==> src/rtl/cmd_sequencer.sv <==
// rtl/cmd_sequencer.sv - turns line/op/value requests into a registered command byte stream
module cmd_sequencer #(
    parameter int          NUM_INPUTS = 8,
    parameter logic [7:0]  NOP_CMD    = 8'h0F
) (
    input  logic        clk,
    input  logic        rst_n,
    input  logic        req_valid,
    output logic        req_ready,
    input  logic [2:0]  req_op,
    input  logic [7:0]  req_line,
    input  logic [11:0] req_value,
    output logic [7:0]  cmd,
    output logic        busy,
    output logic        err
);

    localparam int unsigned NI = NUM_INPUTS;

    localparam logic [2:0] OP_CLEAR   = 3'd0;
    localparam logic [2:0] OP_CROSS   = 3'd1;
    localparam logic [2:0] OP_AUTO    = 3'd2;
    localparam logic [2:0] OP_VOLTAGE = 3'd3;
    localparam logic [2:0] OP_TEST    = 3'd4;
    localparam logic [2:0] OP_LEDS    = 3'd5;
    localparam logic [2:0] OP_FREQDIV = 3'd6;

    // The state names the phase of the byte currently sitting on cmd.
    typedef enum logic [1:0] {
        IDLE    = 2'd0,
        LINE    = 2'd1,
        PAYLOAD = 2'd2
    } state_t;

    state_t      state, state_d;
    logic [7:0]  cmd_d;
    logic        err_d;

    // Request fields frozen at acceptance.
    logic [2:0]  op_q;
    logic [7:0]  line_q;
    logic [11:0] value_q;

    // Line chunks still to be sent after the one on cmd, and payload byte index on cmd.
    logic [3:0]  mask_q, mask_d;
    logic [1:0]  pay_q, pay_d;

    // Copy of what the decoder's current-line register holds.
    logic [7:0]  shadow_line, shadow_line_d;
    logic        shadow_valid, shadow_valid_d;

    logic        accept;
    logic [2:0]  src_op;
    logic [7:0]  src_line;
    logic [11:0] src_value;
    logic        line_op;
    logic        line_ok;
    logic [3:0]  need_mask;
    logic [3:0]  pend_mask;
    logic [3:0]  rem_mask;
    logic [1:0]  k_sel;
    logic [1:0]  pay_idx;
    logic [2:0]  pay_cnt;
    logic        pay_more;

    assign req_ready = (state == IDLE);
    assign busy      = (state != IDLE);
    assign accept    = req_valid && req_ready;

    function automatic logic [7:0] line_byte(input logic [1:0] k, input logic [7:0] line);
        return {k, line[{k, 1'b0} +: 2], 4'h1};
    endfunction

    function automatic logic [7:0] payload_byte(input logic [2:0] op, input logic [1:0] idx,
                                                input logic [11:0] value);
        logic [2:0] dly;
        logic [7:0] b;
        case (idx)
            2'd0:    dly = value[2:0];
            2'd1:    dly = value[5:3];
            2'd2:    dly = value[8:6];
            default: dly = value[11:9];
        endcase
        case (op)
            OP_CLEAR:   b = 8'h00;
            OP_CROSS:   b = {1'b0, dly, 2'b01, idx};
            OP_AUTO:    b = {1'b1, dly, 2'b01, idx};
            OP_VOLTAGE: b = {value[3:0], 4'h9};
            OP_TEST:    b = {value[3:0], 4'hC};
            OP_LEDS:    b = {value[3:0], 4'h2};
            OP_FREQDIV: b = {value[3:0], 4'h8};
            default:    b = {3'b000, value[0], 4'hD};
        endcase
        return b;
    endfunction

    // Source fields: live inputs on the accept cycle, frozen copies afterwards.
    always_comb begin
        src_op    = op_q;
        src_line  = line_q;
        src_value = value_q;
        if (state == IDLE) begin
            src_op    = req_op;
            src_line  = req_line;
            src_value = req_value;
        end
    end

    // Chunks of the requested line the decoder does not already hold.
    always_comb begin
        need_mask = 4'b0000;
        for (int k = 0; k < 4; k++) begin
            need_mask[k] = !shadow_valid || (shadow_line[2*k +: 2] != req_line[2*k +: 2]);
        end
    end

    // Lowest pending chunk goes out first.
    always_comb begin
        k_sel = 2'd0;
        for (int k = 3; k >= 0; k--) begin
            if (pend_mask[k]) begin
                k_sel = 2'(k);
            end
        end
    end

    // Next-state and next-byte selection.
    always_comb begin
        state_d        = state;
        cmd_d          = NOP_CMD;
        err_d          = 1'b0;
        mask_d         = mask_q;
        pay_d          = pay_q;
        shadow_line_d  = shadow_line;
        shadow_valid_d = shadow_valid;

        line_op  = (src_op <= OP_LEDS);
        line_ok  = (32'(req_line) < NI);
        pay_cnt  = ((src_op == OP_CROSS) || (src_op == OP_AUTO)) ? 3'd4 : 3'd1;
        pay_idx  = (state == PAYLOAD) ? (pay_q + 2'd1) : 2'd0;
        pay_more = (state != PAYLOAD) || (({1'b0, pay_q} + 3'd1) < pay_cnt);

        case (state)
            IDLE:    pend_mask = line_op ? need_mask : 4'b0000;
            LINE:    pend_mask = mask_q;
            default: pend_mask = 4'b0000;
        endcase
        rem_mask = pend_mask & ~(4'b0001 << k_sel);

        if ((state == IDLE) && !accept) begin
            state_d = IDLE;
        end else if ((state == IDLE) && line_op && !line_ok) begin
            // Unreachable line: swallow the request and flag it.
            err_d = 1'b1;
        end else if (pend_mask != 4'b0000) begin
            state_d                            = LINE;
            cmd_d                              = line_byte(k_sel, src_line);
            mask_d                             = rem_mask;
            shadow_line_d[{k_sel, 1'b0} +: 2]  = src_line[{k_sel, 1'b0} +: 2];
            if (rem_mask == 4'b0000) begin
                shadow_valid_d = 1'b1;
            end
        end else if (pay_more) begin
            state_d = PAYLOAD;
            cmd_d   = payload_byte(src_op, pay_idx, src_value);
            pay_d   = pay_idx;
        end else begin
            state_d = IDLE;
        end
    end

    // State, output byte and shadow registers.
    always_ff @(posedge clk or negedge rst_n) begin
        if (!rst_n) begin
            state        <= IDLE;
            cmd          <= NOP_CMD;
            err          <= 1'b0;
            mask_q       <= 4'b0000;
            pay_q        <= 2'd0;
            shadow_line  <= 8'h00;
            shadow_valid <= 1'b0;
        end else begin
            state        <= state_d;
            cmd          <= cmd_d;
            err          <= err_d;
            mask_q       <= mask_d;
            pay_q        <= pay_d;
            shadow_line  <= shadow_line_d;
            shadow_valid <= shadow_valid_d;
        end
    end

    // Freeze the request fields at acceptance.
    always_ff @(posedge clk or negedge rst_n) begin
        if (!rst_n) begin
            op_q    <= 3'd0;
            line_q  <= 8'h00;
            value_q <= 12'h000;
        end else if (accept) begin
            op_q    <= req_op;
            line_q  <= req_line;
            value_q <= req_value;
        end
    end

endmodule

==> config.mk <==
export PLATFORM = sky130hd
export DESIGN_NAME = cmd_sequencer
export DESIGN_NICKNAME = d
export VERILOG_FILES = /design/src/rtl/cmd_sequencer.sv
export SDC_FILE = /design/constraint.sdc
export NUM_CORES = 1
export LEC_CHECK = 0
export ABC_CLOCK_PERIOD_IN_PS = 3100
export CAP_MARGIN = 5
export CORE_MARGIN = 2
export CORE_UTILIZATION = 57
export CTS_BUF_LIST = sky130_fd_sc_hd__clkbuf_4 sky130_fd_sc_hd__clkbuf_8
export DETAILED_ROUTE_END_ITERATION = 7
export GPL_ROUTABILITY_DRIVEN = 0
export PLACE_DENSITY = 0.82
export SLEW_MARGIN = 20
export SYNTH_ARGS = -nofsm -noshare
export SYNTH_HDL_FRONTEND = slang
export SYNTH_SLANG_ARGS = --single-unit
==> constraint.sdc <==
create_clock -name clk -period 3.1 [get_ports clk]
set_clock_uncertainty 0.05 [all_clocks]
set_input_delay 0.775 -clock clk [delete_from_list [all_inputs] [get_ports clk]]
set_output_delay 0.775 -clock clk [all_outputs]
set_load 0.05 [all_outputs]
After elaboration in Yosys (flattened, before gate mapping)
Index checks and enable logic that the tools add are counted.
Storage, ports and cells
  flip-flop bits (word level): 49
  input bits: 26
  output and inout port bits: 11
  logic and storage cells: 87
Operators by class
  add/sub/neg operators: 3
  order comparisons: 3
  equal/unequal tests: 16
  shift-type cells: 4
  mux-type cells: 24
  bitwise gates (word level): 5
  reductions and logical operators: 22
Operators by type and width (count)
  8-bit one-hot mux with 7 select lines: 1
  8-bit 2-to-1 mux: 5
  2-bit 2-to-1 mux: 9
  12-bit 2-to-1 mux: 1
  3-bit == test (second input constant): 3
  3-bit one-hot mux with 3 select lines: 1
  8-bit bitwise mux: 1
  8-bit by 4-bit less-than comparator with 1-bit output (second input constant): 1
  2-bit inequality test: 4
  4-bit one-hot mux with 2 select lines: 1
  4-bit AND reduction: 2
  2-bit by 5-bit variable shift with 8-bit output (first input constant): 1
  2-bit by 5-bit variable part select with 8-bit output: 1
  8-bit by 4-bit variable part select with 2-bit output: 1
  3-bit by 2-bit == test with 1-bit output (second input constant): 2
  1-bit logical OR: 6
  3-bit 2-to-1 mux: 2
  3-bit negation with 5-bit output: 1
  4-bit AND: 1
  2-bit by 1-bit == test with 1-bit output (second input constant): 2
  2-bit == test (second input constant): 2
  1-bit logical AND: 4
  2-bit zero test: 2
  4-bit zero test: 1
  other kinds (16): 22

Logic depth before layout (Yosys ltp)
  word-level depth: 14
  depth in mapped cells: 11
  depth with buffers taken out: 10

Worst setup path after synthesis
OpenSTA, ideal clock, no wires.
  path type: reg-to-reg
  start: reg state[1]
  end: reg pay_q[0]
  arrival time: 2404 ps
  required time: 2922 ps
  slack: 519 ps
  stages on the path, launching flop included: 12
  path buffers: 1
  clock period less this slack: 2581 ps
  path through: dfrtp_1 -> or2_1 -> buf_4 -> mux2_4 -> nor2_1 -> inv_1 -> ha_1 -> nor2_1 -> nor2_1 -> a21oi_2 -> nand2_2 -> mux2_1
Between the ends
  cells in the longest elaborated chain, start to end: 8
  elaborated cells on any way between the ends: 25
RTL lines
  start: declaration: RTL line 35  | state_t state, state_d;
  start signal: assignment: RTL line 183  | state <= state_d;
  2-bit zero test
  3-bit 2-to-1 mux: RTL line 102  | if (state == IDLE) begin
  3-bit <= comparator, or another cell as far along: RTL line 137  | line_op = (src_op <= OP_LEDS);
  4-bit 2-to-1 mux or 1-bit logical OR (tied branches): RTL line 144, 139
  4-bit one-hot mux with 2 select lines or 3-bit 2-to-1 mux (tied branches): RTL line 143, 139
  4-bit nonzero test or 3-bit less-than comparator (tied branches): RTL line 155, 141
  1-bit NOT (no line) or 1-bit logical OR (tied branches)
  4-bit AND reduction (no line)
  end signal: assignment: RTL line 187  | pay_q <= pay_d;
  end: declaration: RTL line 46  | logic [1:0] pay_q, pay_d;
Parallel ways exist; a longest one is shown, timed or not.
A chain may end at the register's enable or synchronous reset.

Worst setup path in the final report
  start: in req_op[0]
  end: reg pay_q[0]
Between the ends
  cells in the longest elaborated chain, start to end: 7
  elaborated cells on any way between the ends: 16
RTL lines
  start: declaration: RTL line 10  | input logic [2:0] req_op,
  3-bit 2-to-1 mux (*): RTL line 102
  3-bit <= comparator, or another cell as far along: RTL line 137
  4-bit 2-to-1 mux or 1-bit logical OR (tied branches): RTL line 144, 139
  4-bit one-hot mux with 2 select lines or 3-bit 2-to-1 mux (tied branches): RTL line 143, 139
  4-bit nonzero test or 3-bit less-than comparator (tied branches): RTL line 155, 141
  1-bit NOT (no line) or 1-bit logical OR (tied branches)
  4-bit AND reduction (no line) (*)
Every way passes the cells marked *; elsewhere a longest branch is shown, timed or not.

==> flow_summary.yaml <==
route:
  drt_first_iter_violations: 254
  route.detailed.wl_per_inst_um: 16.2
  drc: 0
  route.antenna.remaining_nets: 0
  first_pass_iters: 4
  drt-vias-per-instance: 5.86
  overall_routed_net_length_um: 6380
  detailroute.via_count: 2303
layout:
  core_utilization_of_the_finished_layout: 0.724
  final-instance-count-excl-fill: 393
  area_growth_syn_to_fin_pct: 21.0
  layout-drive-gt1-share: 0.218
  final_net_count: 353
  diodes_inserted: 0
global_route:
  groute.usage.overall: 0.265
  grt_pass1_vias: 2297
  grt_max_degree: 50
  wire_length_of_the_first_global_routing_pass_um: 11100
  overflow: 0
  number_of_antenna_violations_at_the_first_check_in_global_routing: 0
yosys:
  async_reset_ff_frac: 1.00
  synth_cell_types: 58
  yosys.area_share.adder: 0.00880
  synth_sequential_area_ratio: 0.433
  syn_nets: 305
  count_of_flip_flops_with_a_built_in_enable_after_synthesis: 0
  synth-compound-area-share: 0.183
  post_synth_inst_count: 277
  synth.yosys.warnings: 0
  xor_and_xnor_area_share_after_synthesis: 0.0369
  syn-mean-instance-area_um2: 10.3
  yosys-mux-area-fraction: 0.170
  synth_top_family_by_area: "compound AO/OA/AOI/OAI gates"
  yosys_register_bits: 49
  share_of_synthesized_cell_area_in_and_or_nand_and_nor_gates: 0.133
  synth_area_mm2: 0.00285
  synth-main-ff-cell: "dfrtp_1"
critical_path:
  timing.critical_path.from_type: "input port"
  crit_fanout: 5
  crit_required_ps: 3240
  timing_worst_setup_path_type: "in2reg"
  timing.critical_path.arrival_ps: 2950
  end_kind: "register"
clock_tree:
  post_cts_buffers: 0
  cts_hold_buffers: 0
  ctsResizeCount: 0
  cts_buffers: 5
  clock_tree_from_tritoncts: "built"
  htree_levels: 2
  clock_sink_count: 49
  worst_setup_hold_path_clk_slew_ps: 90
  ctsRootBufferMaster: "clkbuf_8"
  insertion_delay_ps: 310
  ctsLongestPathBuffers: 2
sta:
  timing.setup.tns_ps: 0
  timing.fmax_mhz: 357
  slew_headroom: 0.593
  report.final.slew_viol_count: 0
  post_layout_min_period_ps: 2800
  rsz0062_at_grt: "false"
  layout_worst_path_cycle_share: 0.904
  final_hold_viol_count: 0
  worstMarginPinSlew_ps: 611
  report.final.setup_viol: 0
die:
  die_w_um: 74.7
  pin_count: 37
  die_area_mm2: 0.00557
  start_util: 0.598
  rows: 25
  dieHeight_um: 74.7
  floorplan.core_area_mm2: 0.00475
power:
  p_leak_nw: 1.44
  maximum_vdd_drop_v: 0.000691
  power.density_mw_per_mm2: 1140
  total_power_w: 0.00394
placed_design:
  placed_cells_incl_taps: 385
  place.detailed.hpwl_um: 4620
  port-buffer-count: 36
run_status:
  outcome: "complete, no violations"
min_path:
  timing.hold.worst.class: "reg2reg"
run:
  drv_cap: 0
final timing paths:
check,start,to,slack [ps],cells past startpoint
setup / recovery,req_op[0],pay_q[0]$_DFFE_PN0P_,300,11
hold / removal,value_q[5]$_DFFE_PN0P_,value_q[5]$_DFFE_PN0P_,460,1
setup reg to reg,state[0]$_DFFE_PN0N_,pay_q[0]$_DFFE_PN0P_,540,10
hold reg to reg,value_q[5]$_DFFE_PN0P_,value_q[5]$_DFFE_PN0P_,460,1
max in group asynchronous,rst_n,pay_q[1]$_DFFE_PN0P_,2080,2
min in group asynchronous,rst_n,mask_q[3]$_DFFE_PN0P_,500,2
flip-flops by register name, indices dropped and copies added, names as in the netlist:
register      cells
value_q          12
cmd               8
line_q            8
shadow_line       8
mask_q            4
op_q              3
pay_q             2
state             2
err               1
shadow_valid      1
cell usage in the layout, fill, tap and decap left out, types with 3 or more instances in the layout:
cell type	Yosys	layout
xnor2_1	10	10
dfstp_2	4	4
mux2_2	25	25
a21oi_1	18	18
o31ai_1	5	5
o32ai_1	3	3
clkbuf_8	0	5
clkdlybuf4s50_1	0	33
o21ai_0	13	13
buf_4	1	18
nor2b_1	3	3
nor2_1	19	19
mux2i_1	15	15
inv_1	9	9
and2_1	8	8
nand2_1	18	18
nor3_1	5	5
dfrtp_1	45	45
a31oi_1	7	7
nand3_1	4	4
a311oi_1	3	3
o22ai_1	3	3
Yosys cell counts (3+ instances only):
cell	number	area share
a311oi_1	3	0.0092
nand2_1	18	0.024
dfstp_2	4	0.037
xnor2_1	10	0.031
inv_1	9	0.012
buf_2	5	0.0088
dfrtp_1	45	0.40
nor2b_1	3	0.0066
nor3_1	5	0.0088
mux2i_1	15	0.053
and2_1	8	0.018
nor2_1	19	0.025
nand3_1	4	0.0070
clkbuf_1	4	0.0053
o22ai_1	3	0.0066
o32ai_1	3	0.0092
a21oi_1	18	0.032
mux2_2	25	0.099
o21ai_0	13	0.023
a31oi_1	7	0.015
o31ai_1	5	0.013
per-layer routing:
| layer | global-route usage | routed length, um |
|---|---|---|
| met3 | 0.0509 | 386 |
| met2 | 0.414 | 2970 |
| met4 | 0.0893 | 125 |
| met5 | 0 | 0 |
| met1 | 0.375 | 2890 |
critical path, stage by stage:
cell and delay, ps:
clkdlybuf4s50_1 490, xor2_1 180, mux2i_2 130, nor2_1 160
inv_1 90, ha_1 290, nor2_1 90, nor2_1 70
a21oi_2 200, nand2_2 130, mux2_1 340
per-stage QoR:
stage          worst slack [ps]  cell area [um^2]  hold slack (ps)
4_1_cts                     318              3440              458
3_5_place_dp               5.04              3360              438
3_3_place_gp               32.3              3360              434
5_1_grt                     144              3440              480
2_1_floorplan               519              2850              417
6_report                    298              3440              456
power by group:
| part | switching, W | internal, W |
|---|---|---|
| Sequential | 0.000200 | 0.000952 |
| Clock | 0.000223 | 0.000156 |
| Combinational | 0.00139 | 0.00102 |
| Total | 0.00181 | 0.00213 |
kinds of logic after synthesis:
logic type	count (synthesis)
AOI/OAI and AO/OA	75
xor gates and xnor gates	12
muxes	44
buffers and inverters	22
DFF	49
adders and majority gates	2
and+or+nand+nor	73
cell type report:
class | count | area, um^2
multi-input combinational | 206 | 1510
fill | 363 | 1310
sequential | 49 | 1230
timing repair buffer | 53 | 490
tap | 67 | 83.8
clock buffer | 5 | 68.8
inverter | 10 | 37.5
clock inverter | 3 | 17.5
Note: power is estimated with default switching activity, not from simulation.
